==> src/rtl/cordic_iter_engine.sv <==
// Iterative CORDIC engine: one shift/add micro-rotation per clock, rotation or vectoring mode.
// Optional CORDIC_QUADRANT_EN folds operands into the convergence range on the load edge.
module cordic_iter_engine #(
    parameter int WIDTH = 21,
    parameter int FRAC  = 16,
    parameter int ITERS = 16
) (
    input  logic             clk,
    input  logic             reset,
    input  logic             in_valid,
    output logic             in_ready,
    input  logic             in_mode,
    input  logic [WIDTH-1:0] in_x,
    input  logic [WIDTH-1:0] in_y,
    input  logic [WIDTH-1:0] in_z,
    output logic             out_valid,
    input  logic             out_ready,
    output logic [WIDTH-1:0] out_x,
    output logic [WIDTH-1:0] out_y,
    output logic [WIDTH-1:0] out_z,
    output logic             busy
);

    localparam int IW = 5;
    localparam int SH = 30 - FRAC;
    localparam logic [63:0] HALF = (64'd1 << SH) >> 1;
    localparam logic [IW-1:0] LAST = IW'(ITERS - 1);

    typedef enum logic [1:0] {
        IDLE,
        ROT,
        DONE
    } state_t;

    state_t state, state_nx;

    logic [IW-1:0] iter;
    logic          mode_q;
    logic signed [WIDTH-1:0] x_q, y_q, z_q;
    logic signed [WIDTH-1:0] x_nx, y_nx, z_nx;
    logic signed [WIDTH-1:0] xs, ys, at;
    logic signed [WIDTH-1:0] ix, iy, iz;
    logic signed [WIDTH-1:0] xl, yl, zl;
    logic dpos;
    logic load;

    // atan(2^-k) in Q2.30, rescaled to FRAC bits with round-half-up
    function automatic logic [WIDTH-1:0] atan_q(input logic [IW-1:0] k);
        logic [63:0] raw;
        raw = 64'd0;
        case (k)
            5'd0:    raw = 64'd843314857;
            5'd1:    raw = 64'd497837829;
            5'd2:    raw = 64'd263043837;
            5'd3:    raw = 64'd133525159;
            5'd4:    raw = 64'd67021687;
            5'd5:    raw = 64'd33543516;
            5'd6:    raw = 64'd16775851;
            5'd7:    raw = 64'd8388437;
            5'd8:    raw = 64'd4194283;
            5'd9:    raw = 64'd2097149;
            5'd10:   raw = 64'd1048576;
            5'd11:   raw = 64'd524288;
            5'd12:   raw = 64'd262144;
            5'd13:   raw = 64'd131072;
            5'd14:   raw = 64'd65536;
            5'd15:   raw = 64'd32768;
            5'd16:   raw = 64'd16384;
            5'd17:   raw = 64'd8192;
            5'd18:   raw = 64'd4096;
            5'd19:   raw = 64'd2048;
            5'd20:   raw = 64'd1024;
            5'd21:   raw = 64'd512;
            5'd22:   raw = 64'd256;
            5'd23:   raw = 64'd128;
            default: raw = 64'd0;
        endcase
        return WIDTH'((raw + HALF) >> SH);
    endfunction

    assign ix = in_x;
    assign iy = in_y;
    assign iz = in_z;

`ifdef CORDIC_QUADRANT_EN
    localparam logic signed [WIDTH-1:0] PI   = WIDTH'((64'd3373259426 + HALF) >> SH);
    localparam logic signed [WIDTH-1:0] PI_2 = WIDTH'((64'd1686629713 + HALF) >> SH);

    always_comb begin
        xl = ix;
        yl = iy;
        zl = iz;
        if (!in_mode) begin
            if (iz > PI_2) begin
                xl = -ix;
                yl = -iy;
                zl = iz - PI;
            end else if (iz < -PI_2) begin
                xl = -ix;
                yl = -iy;
                zl = iz + PI;
            end
        end else if (ix[WIDTH-1]) begin
            xl = -ix;
            yl = -iy;
            zl = iy[WIDTH-1] ? iz - PI : iz + PI;
        end
    end
`else
    always_comb begin
        xl = ix;
        yl = iy;
        zl = iz;
    end
`endif

    assign load = in_valid && (state == IDLE);

    // Shared micro-rotation stage; d=+1 when dpos
    always_comb begin
        xs   = x_q >>> iter;
        ys   = y_q >>> iter;
        at   = atan_q(iter);
        dpos = mode_q ? y_q[WIDTH-1] : ~z_q[WIDTH-1];
        x_nx = dpos ? x_q - ys : x_q + ys;
        y_nx = dpos ? y_q + xs : y_q - xs;
        z_nx = dpos ? z_q - at : z_q + at;
    end

    always_ff @(posedge clk) begin
        if (reset) begin
            state <= IDLE;
        end else begin
            state <= state_nx;
        end
    end

    always_comb begin
        state_nx = state;
        unique case (state)
            IDLE: if (in_valid) state_nx = ROT;
            ROT:  if (iter == LAST) state_nx = DONE;
            DONE: if (out_ready) state_nx = IDLE;
            default: state_nx = IDLE;
        endcase
    end

    always_ff @(posedge clk) begin
        if (reset) begin
            iter   <= '0;
            mode_q <= 1'b0;
            x_q    <= '0;
            y_q    <= '0;
            z_q    <= '0;
        end else if (load) begin
            iter   <= '0;
            mode_q <= in_mode;
            x_q    <= xl;
            y_q    <= yl;
            z_q    <= zl;
        end else if (state == ROT) begin
            iter <= iter + 1'b1;
            x_q  <= x_nx;
            y_q  <= y_nx;
            z_q  <= z_nx;
        end
    end

    assign in_ready  = (state == IDLE);
    assign out_valid = (state == DONE);
    assign busy      = (state != IDLE);
    assign out_x     = x_q;
    assign out_y     = y_q;
    assign out_z     = z_q;

endmodule

==> config.mk <==
export PLATFORM = sky130hd
export DESIGN_NAME = cordic_iter_engine
export DESIGN_NICKNAME = d
export VERILOG_FILES = /design/src/rtl/cordic_iter_engine.sv
export SDC_FILE = /design/constraint.sdc
export NUM_CORES = 1
export LEC_CHECK = 0
export BUFFER_PORTS_ARGS = -buffer_cell sky130_fd_sc_hd__buf_2
export CELL_PAD_IN_SITES_DETAIL_PLACEMENT = 1
export CELL_PAD_IN_SITES_GLOBAL_PLACEMENT = 1
export CORE_UTILIZATION = 45
export CTS_BUF_LIST = sky130_fd_sc_hd__clkbuf_8
export DETAILED_ROUTE_END_ITERATION = 12
export PLACE_DENSITY_LB_ADDON = 0.1
export SKIP_CTS_REPAIR_TIMING = 1
export SLEW_MARGIN = 5
export SYNTH_ARGS = -nofsm -noshare
export SYNTH_HDL_FRONTEND = slang
export SYNTH_SLANG_ARGS = --single-unit
==> constraint.sdc <==
create_clock -name clk -period 7.62 [get_ports clk]
set_clock_uncertainty 0.2 [all_clocks]
set_input_delay 1.524 -clock clk [delete_from_list [all_inputs] [get_ports clk]]
set_output_delay 1.524 -clock clk [all_outputs]
set_load 0.03 [all_outputs]
==> impl_results.md, run 1 <==
- Total grt overflow: 0
- Worst hold path type: reg2reg
- Worst slew pin tran: between 1 and 1.5 ns
- Slew margin rel.: 0.304
- Crit path top cell by count: nand2_1
- Adder-Cell Fraction of Synth Area: 0.0946
- Total Wirelength: just under 40,000 µm
- GPL Wtd Cong: 0.952
- R2R setup slack: 1.39 ns
- Starting density of the core: 0.456
- Die height: 156 µm
- Layout Nets: 1,597
- Initial antenna violation count: 0
- Vias in the first global route: between 10,000 and 15,000
- Max stage delay cell, worst path: dfxtp_2
- F_max: 0.160 GHz
- Die Area: between 20,000 and 25,000 µm²
- Seq cells post-synth: 88
- TritonCTS Sinks: 88
- Post-Syn Area: 10,700 µm²
- Max-cap viol count: 0
- Core area: ~23,000 µm²
- PD cells: 245 nW/µm²
- Max-slew violations: 0
- Final Setup Violations: 0
- Main synth FF type: dfxtp_1
- H-tree levels: 3
- Post-Syn Area per Cell: slightly below 8 µm²
- Largest net degree at the start of global routing: slightly below 70
- Die width: 156 µm
- DRC: 0
- Setup_tns: 0 ns
- Worst-skew pair later-pin latency: 0.41 ns
- Dpl hpwl: 29,100 µm
- GR Util All Layers: 0.319
- Detailed-route vias per instance: 6.31
- Most frequent cells in the layout: 162 x nand2_1, 141 x nor2_1, 133 x buf_2, 105 x a21oi_1, 85 x dfxtp_1
- Synth cell types: 86
- CP startpoint: iter[0]
- Area Growth Syn to Fin: 9.84%
- CTS tree: built
- Hold Path End: out_z[5]
- CP max FO: 31
- Post-synth ARST share: 0
- Setup CP Type: reg2reg
- Final min period: 6.23 ns
- Total chip power: 2.87 mW
- Worst path cell trace: buf_4, mux4_2, nand2_1, o21ai_0, a221oi_1, nand2_1, nor3_1, a31oi_1, xnor2_1, ha_1, nand2_1, a221oi_1, o221ai_1, or3_1, a31oi_1, a21o_1, a21oi_1, nor3b_1, a211o_1
- M3 GR Usage: 0.0442
- IO Port Bufs: 133
- Clock root buffer: clkbuf_8
- Multiplexer share of the synthesized area: 0.128
- Met2 Use GR: 0.553
- R2R depth: 19
- Crit-path max cell delay: 0.80 ns
- Initial drt markers: 884
- Hold Fails Final Rpt: 0
- Area share of xor/xnor cells in the synthesized design: 0.0968
- Worst Path Required: 7.73 ns
- Critical Path Start Type: flop
- VDD IR max: 123 µV
- Grt peak-use layer: met2
- Static Leak: between 4 and 5 nW
- Most common cell after layout, fill and taps aside: nand2_1
- Status: completed
- Unrepaired setup endpoints after global routing: false
- Worst-path clk slew: around 0.12 ns
- CP arrival: 6.35 ns
- Crit path capture type: flop
- Global-route wire length before repair: 60,500 µm
- Simple-gate area share of the yosys netlist: 0.204
- Wire length per cell: 21.8 µm
- Deepest clock path buffer count: 2
- Final Cycle Share: 0.818
- Ant. Diodes: 0
- Met1 Use GR: 0.406
- Routed Antenna Nets: 0
- Number of iterations in the first detailed-routing pass: 5
- Compound-Gate Fraction of Synth Area: 0.261
- Number of synthesized flops with an enable pin: 0
- Layout cells sized above 1: 0.177
- Post-synthesis sequential area ratio: 0.165
- Hold Path Depth: 2
- Combinational family with the most area after synthesis: compound AO/OA/AOI/OAI gates
- Crit Reg-Reg Startpoint: iter[0]
- Num CTS Buffers: 9
- Yosys Warn Count: 0
- Worst reg2reg path endpoint: out_y[20]
- Worst hold start: out_z[5]
- Cells after Synth: 1,377
- Syn Nets: around 1,500
- Io pins: 134
- # rows: 56
- Routed via count: 11,202
cells in the mapped netlist (11+ instances only):
master    instances  area [µm²]
a211oi_1         22         165
nor3_1           27         135
nor2_1          141         529
a21o_1           22         165
o21ai_0          83         415
a21oi_1         106         531
and3_1           13        81.3
inv_1            37         139
a311oi_1         27         236
dfxtp_1          88        1760
or3_1            11        68.8
xnor2_1          74         648
ha_1             76         951
clkbuf_1         61         229
xor2_1           44         385
mux2i_1          26         260
nand2_1         163         612
a22oi_1          13        97.6
nand2b_1         18         113
a31oi_1          25         156
nand3_1          29         145
o211ai_1         13        97.6
o21a_1           14         105
buf_2            14        70.1
mux4_2           46        1040
routing by layer:
layer	routed length (µm)	vias to the layer above
met3	2230	63
met1	16600	5517
met2	19000	382
met4	970	0
li1	-	5240
met5	0	-
cells by family after synthesis:
| group | count (synthesis) |
|---|---|
| multiplexers | 78 |
| adder cells (fa/ha/maj) | 79 |
| AND/OR/NAND/NOR | 464 |
| buffers and inverters | 130 |
| AO/OA/AOI/OAI | 420 |
| XOR/XNOR | 118 |
| flip-flops | 88 |
metrics by stage:
| step | setup WS, ns | hold WS, ns | cell area, µm² | util | std cells |
|---|---|---|---|---|---|
| finish | 1.39 | 0.312 | 11700 | 0.501 | 1774 |
| global route | 0.859 | 0.349 | 11700 | 0.501 | 1774 |
| global placement | 1.64 | 0.288 | 11500 | 0.492 | 1758 |
| detailed placement | 1.43 | 0.298 | 11500 | 0.492 | 1758 |
| CTS | 1.42 | 0.314 | 11700 | 0.501 | 1774 |
| floorplan | 2.45 | 0.262 | 10700 | - | 1377 |
worst max-delay path by stage:
stage,endpoint
3_5_place_dp,out_y[20]
2_1_floorplan,out_y[20]
5_1_grt,out_x[19]
4_1_cts,out_y[20]
6_report,out_y[20]
3_3_place_gp,out_y[20]
cell type report:
class,count,area [µm²]
Inverter,40,150
Timing Repair Buffer,152,808
Clock inverter,7,86.3
Multi-Input combinational cell,1159,8400
Tap cell,319,399
Sequential cell,88,1770
Clock buffer,9,124
Fill cell,3024,11700
worst max-delay path, delay by kind of cell (launching register included):
family	cells	cell delay, ns
mux	1	0.55
buf+inv	1	0.50
fa+ha+maj	1	0.39
simple gates	6	1.26
flops	1	0.80
compound gates	9	2.27
xor+xnor	1	0.15
power breakdown:
part	internal [mW]	leakage (nW)	switching, mW	total, mW
Sequential	0.518	0.729	0.147	0.665
Combinational	0.760	4.04	1.06	1.82
Clock	0.160	0.104	0.223	0.382
Total	1.44	4.87	1.43	2.87
(Power assumes the default switching activity.)
==> inputs of run 2 (changes only) <==
--- a/config.mk
+++ b/config.mk
@@ -8,7 +8,7 @@
 export BUFFER_PORTS_ARGS = -buffer_cell sky130_fd_sc_hd__buf_2
 export CELL_PAD_IN_SITES_DETAIL_PLACEMENT = 1
 export CELL_PAD_IN_SITES_GLOBAL_PLACEMENT = 1
-export CORE_UTILIZATION = 45
+export CORE_UTILIZATION = 41
 export CTS_BUF_LIST = sky130_fd_sc_hd__clkbuf_8
 export DETAILED_ROUTE_END_ITERATION = 12
 export PLACE_DENSITY_LB_ADDON = 0.1
==> constraint.sdc (replaced) <==
create_clock -name clk -period 5 [get_ports clk]
set_clock_uncertainty 0.2 [all_clocks]
set_input_delay 1 -clock clk [delete_from_list [all_inputs] [get_ports clk]]
set_output_delay 1 -clock clk [all_outputs]
set_load 0.03 [all_outputs]
==> run 2 against run 1 <==
Against the previous run:
- the flow now finishes with violations (negative setup slack)
- utilization rose by 5.4 points
- sequential share of layout area fell by 2.5 points
- sequential cell count did not move
- fmax rose by 22%
- critical path depth fell by 1
- clock power rose by 53%
- register-to-register slack got worse by 1.5 ns
==> impl_results.md, run 2 (same netlist as run 1, synthesis figures left out) <==
- Detailed-route vias per instance: 6.16
- Hold Path Depth: 2
- Worst-path clk slew: 0.13 ns
- Crit path depth: 18
- Most frequent cells in the layout: 234 x buf_4, 160 x nand2_1, 133 x nor2_1, 133 x buf_2, 93 x a21oi_1
- Vias in the first global route: around 13,000
- Final setup margin: -0.114 ns
- Comb pwr share: 0.721
- Worst-skew pair later-pin latency: 0.41 ns
- Die Area: 26,700 µm²
- GR Util All Layers: 0.330
- TritonCTS Sinks: 88
- GPL Wtd Cong: 0.984
- Unrepaired setup endpoints after global routing: true
- Worst path cell trace: mux4_2, mux2_4, mux4_2, a311oi_4, nand2_2, o21ai_2, xor2_1, ha_1, o211ai_1, o21a_1, a221oi_4, o221ai_2, or3_4, a31oi_4, a21o_1, a21oi_2, nor3b_2, a211o_1
- Max stage delay cell, worst path: mux4_2
- IO Port Bufs: 133
- Critical Path Start Type: flop
- Crit Reg-Reg Startpoint: iter[1]
- Area Growth Syn to Fin: 32.1%
- Static Leak: 6.12 nW
- Die height: 163 µm
- Dpl hpwl: 34,500 µm
- Layout Nets: 1,824
- H-tree levels: 3
- F_max: 0.196 GHz
- Crit path capture type: flop
- Initial drt markers: between 700 and 800
- Number of iterations in the first detailed-routing pass: 5
- Slew margin rel.: 0.449
- Sw Share: 0.478
- Switch Pwr: 2.57 mW
- Most common cell after layout, fill and taps aside: buf_4
- Fill cells: 3,161
- Crit path top cell by count: mux4_2
- Worst reg2reg path endpoint: out_y[20]
- Sequential Power Share: 0.170
- CP delay by family, top: compound AO/OA/AOI/OAI gates
- Critical Path End: out_y[20]
- Hold Fails Final Rpt: 0
- Clock power frac: 0.109
- Status: finished with violations
- CP startpoint: iter[1]
- VDD IR max: 185 µV
- Placed instance area: 13,100 µm²
- Wire length per cell: 22.8 µm
- CP max FO: 8
- CTS tree: built
- Worst hold start: out_z[12]
- Place WS: -0.437 ns
- Worst hold path type: reg2reg
- Global-route wire length before repair: 68,200 µm
- Initial antenna violation count: 0
- Num CTS Buffers: 9
- Setup_tns: -0.178 ns
- # rows: 58
- Layout cells sized above 1: 0.337
- Max-cap viol count: 0
- R2R setup slack: -0.11 ns
- Worst path bufs/invs: 0
- Total grt overflow: 0
- Largest net degree at the start of global routing: 71
- Crit-path max cell delay: 0.54 ns
- Die width: 163 µm
- Io pins: 134
- Fin area: 14,100 µm²
- Routed Antenna Nets: 0
- Failing checks: negative setup slack
- CP arrival: roughly 5.2 ns
- Pint: between 2 and 3 mW
- Worst slew pin tran: 0.827 ns
- Final min period: ~5 ns
- WHS: 0.314 ns
- Max-slew violations: 0
- Clock root buffer: clkbuf_8
- DRC: 0
- Routed via count: about 12,000
- Deepest clock path buffer count: 2
- Setup CP Type: reg2reg
- Final Cycle Share: 1.02
- R2R depth: 18
- Final Setup Violations: 4
- Ant. Diodes: 0
- Total Wirelength: ~46,000 µm
- Starting density of the core: 0.421
- Core area: 25,400 µm²
- PD cells: 381 nW/µm²
- Worst Path Required: 5.11 ns
[run 2: cell types whose count changed in the layout (fill, tap and decap cells not counted), sizes merged]
cell / before / now
buf: 152 / 378
clkbuf: 9 / 10
clkinv: 3 / 4
inv: 42 / 41
[run 2: metal layers]
metal	share of wire	up-vias	track usage	routed length, µm
met2	0.50	452	0.575	22900
met5	0	-	0	0
met3	0.061	118	0.0571	2800
li1	-	5701	-	-
met1	0.40	6125	0.395	18200
met4	0.042	0	0.147	1910
[run 2: power groups by stage]
stage	clock, mW	sequential (mW)	combinational, mW
2_1_floorplan	0	1.05	2.02
3_3_place_gp	0	0.921	3.38
3_5_place_dp	0	0.921	3.45
4_1_cts	0.585	0.907	3.49
5_1_grt	0.611	0.921	4.16
6_report	0.584	0.911	3.87
[run 2: worst min path at each step]
stage                            to  slack [ns]
after floorplan              mode_q        0.26
after global placement       mode_q        0.28
after detailed placement     mode_q        0.30
after CTS                    mode_q        0.32
after global routing       out_z[6]        0.34
final                     out_z[12]        0.31
[run 2: tightest hold or removal path, stage by stage, from the launching register on]
cell and delay [ns]:
dfxtp_1 0.35, nand2_1 0.06, a311oi_1 0.07
[run 2: layout make-up]
| class | count | area (µm²) | share of cell area |
|---|---|---|---|
| clock inverter | 7 | 81.3 | 0.00576 |
| clock buffer | 9 | 124 | 0.00878 |
| inverter | 40 | 150 | 0.0106 |
| multi-input combinational | 1159 | 8950 | 0.634 |
| tap | 330 | 413 | 0.0293 |
| sequential | 88 | 1770 | 0.126 |
| timing repair buffer | 379 | 2620 | 0.186 |
[run 2: metrics by stage]
stage | cells | utilization | power [mW]
final | 2012 | 0.556 | 5.37
after global routing | 2012 | 0.556 | 5.69
after CTS | 1993 | 0.526 | 4.98
after detailed placement | 1977 | 0.518 | 4.38
after global placement | 1977 | 0.518 | 4.30
after floorplan | 1377 | - | 3.07
==> inputs of run 3 (changes only) <==
--- a/config.mk
+++ b/config.mk
@@ -5,10 +5,12 @@
 export SDC_FILE = /design/constraint.sdc
 export NUM_CORES = 1
 export LEC_CHECK = 0
+export ABC_AREA = 1
 export BUFFER_PORTS_ARGS = -buffer_cell sky130_fd_sc_hd__buf_2
 export CELL_PAD_IN_SITES_DETAIL_PLACEMENT = 1
 export CELL_PAD_IN_SITES_GLOBAL_PLACEMENT = 1
-export CORE_UTILIZATION = 41
+export CORE_MARGIN = 3
+export CORE_UTILIZATION = 38
 export CTS_BUF_LIST = sky130_fd_sc_hd__clkbuf_8
 export DETAILED_ROUTE_END_ITERATION = 12
 export PLACE_DENSITY_LB_ADDON = 0.1
==> run 3 against run 2 <==
Against the previous run:
- the run now ends clean
- utilization shrank 11 points
- routed wire length decreased by 6.1%
- global-route usage is 5.0 points lower
- combinational power rose by 41%
- sequential cell count unchanged
- critical endpoint is now out_x[20]
==> impl_results.md, run 3 <==
- Most frequent cell after synthesis: nand2_1
- Commonest cells in the synthesized netlist: 511 x nand2_1, 166 x nand3_1, 150 x inv_1, 145 x a21oi_1, 135 x nor2_1
- VDD IR max: about 200 µV
- Global-route wire length before repair: 68,900 µm
- PD cells: 595 nW/µm²
- Io pins: 134
- CP max FO: 11
- Worst-skew pair later-pin latency: between 0.4 and 0.5 ns
- Number of synthesized flops with an enable pin: 0
- Post-Syn Area per Cell: around 6 µm²
- Max-slew violations: 0
- Status: completed
- Setup CP Type: reg2reg
- Routed via count: 12,438
- Initial antenna violation count: 0
- Clock root buffer: clkbuf_8
- Crit path capture type: flop
- Top cells by area, synth: nand2_1 18%, dfxtp_1 17%, ha_1 8.9%
- Detailed-route vias per instance: 5.48
- Max-cap viol count: 0
- Number of iterations in the first detailed-routing pass: 5
- Core Util, Final: 0.443
- Initial drt markers: 686
- Largest net degree at the start of global routing: 66
- Worst-path clk slew: 0.13 ns
- Footprint of the multi-input gates: 8000 µm²
- Static Leak: 6.16 nW
- Die height: about 170 µm
- CP arrival: 4.68 ns
- DRC: 0
- Register area: approximately 1800 µm²
- Total grt overflow: 0
- Starting density of the core: 0.390
- H-tree levels: 3
- TritonCTS Sinks: 88
- Critical Path Start Type: flop
- Routed Antenna Nets: 0
- Worst slew pin tran: 1.07 ns
- Most frequent cells in the layout: 509 x nand2_1, 166 x nand3_1, 150 x inv_1, 142 x a21oi_1, 134 x nor2_1
- Syn Nets: 1,924
- Final Setup Violations: 0
- Num CTS Buffers: 9
- Synth top area share: 0.180
- Die Area: 30,000 µm²
- GR Util All Layers: 0.281
- Layout Nets: 2,041
- Dpl hpwl: roughly 34,000 µm
- Vias in the first global route: roughly 13,000
- Fill cells: 3,829
- Deepest clock path buffer count: 2
- Yosys Warn Count: 0
- Post-route insts no fill: 2,271
- Slew margin rel.: 0.285
- CTS tree: built
- Most common cell after layout, fill and taps aside: nand2_1
- IO Port Bufs: 133
- Core area: 27,300 µm²
- Hold Fails Final Rpt: 0
- Placed instance count: between 2,000 and 2,500
- F_max: about 0.22 GHz
- Area Growth Syn to Fin: 13.7%
- Main synth FF type: dfxtp_1
- Die width: 173 µm
- Final min period: about 4.6 ns
- Largest area contributor in the netlist: nand2_1
- Seq cells post-synth: 88
- Total Wirelength: 43,000 µm
- Worst Path Required: a little over 5 ns
- Ant. Diodes: 0
- Synth cell types: 49
- Hold Path Depth: 2
- Worst hold path type: reg2reg
- GPL Wtd Cong: 0.931
- Cells after Synth: 1,777
- WHS: 0.303 ns
- Post-synthesis sequential area ratio: 0.166
- Wire length per cell: 18.9 µm
- Layout cells sized above 1: 0.140
- Post-synth ARST share: 0
- # rows: 60
- Final Cycle Share: 0.922
- R2R depth: 27
- Post-Syn Area: 10,600 µm²
==> run 3: changes by cell type in the layout (fill, tap and decap cells not counted), sizes merged, moves of 23 or more <==
cell,previous run,this run
a21oi,106,147
a311oi,28,0
buf,378,179
inv,41,161
mux2i,26,0
mux4,46,0
nand2,165,520
nand3,30,172
o21bai,6,32
xnor2,74,36
xor2,44,67
==> run 3: cell type report <==
class	count	area share
clock buffers	9	0.0103
clock inverters	7	0.00601
inverters	159	0.0494
multi-input cells	1457	0.662
flip-flops and latches	88	0.146
well taps	372	0.0385
repair buffers	179	0.0877
==> run 3: cells by family after synthesis <==
logic type / after synthesis / share of synthesized area
and+or+nand+nor: 904 / 0.363
buffers and inverters: 232 / 0.0895
DFF: 88 / 0.166
adders and majority gates: 79 / 0.0951
AOI/OAI and AO/OA: 371 / 0.201
xor gates and xnor gates: 103 / 0.0849
==> run 3: metal layers <==
| metal | vias to the layer above | share of wire | track usage |
|---|---|---|---|
| met1 | 6014 | 0.47 | 0.380 |
| met2 | 234 | 0.48 | 0.488 |
| met5 | - | 0 | 0 |
| met4 | 0 | 0.016 | 0.0503 |
| li1 | 6150 | - | - |
| met3 | 40 | 0.035 | 0.0307 |
==> run 3: stage by stage <==
stage | power, mW | instance area, µm² | setup TNS, ns | setup slack (ns)
finish | 7.18 | 12100 | 0 | 0.390
global route | 7.92 | 12100 | -0.00159 | -0.00159
CTS | 7.09 | 12000 | -0.0429 | -0.0429
detailed placement | 6.48 | 11800 | -0.0250 | -0.0250
global placement | 6.38 | 11800 | 0 | 0.117
floorplan | 4.97 | 10600 | 0 | 1.04
==> run 3: worst max-delay path, stage by stage, from the launching register on <==
cell	delay, ns
dfxtp_2	0.36
inv_2	0.18
buf_4	0.21
buf_4	0.14
nand3_1	0.09
nand3_1	0.08
nand2_1	0.08
nand2_1	0.06
nand2_1	0.06
inv_2	0.05
nand2_2	0.08
nor3_2	0.16
nand4_1	0.19
o21ai_2	0.22
nand2_2	0.10
nor2_4	0.12
xor2_1	0.25
ha_2	0.37
a21oi_1	0.17
o21ai_0	0.15
a211oi_1	0.27
o21ai_0	0.15
a31oi_2	0.29
inv_1	0.07
nand3_1	0.09
nand3_1	0.09
nand2_1	0.12
a21oi_2	0.05
==> run 3: path summary, 6_finish.rpt <==
path / start / to / slack, ns
max: iter[1] / out_x[20] / 0.39
min: out_z[9] / out_z[9] / 0.30
max reg2reg: iter[1] / out_x[20] / 0.39
min reg2reg: out_z[9] / out_z[9] / 0.30
==> run 3: report_power, final <==
part           switching (mW)  leakage, nW  total, mW  internal (mW)
Combinational            3.54         5.34       5.44           1.90
Sequential              0.289        0.727       1.16          0.870
Clock                   0.390       0.0970      0.588          0.198
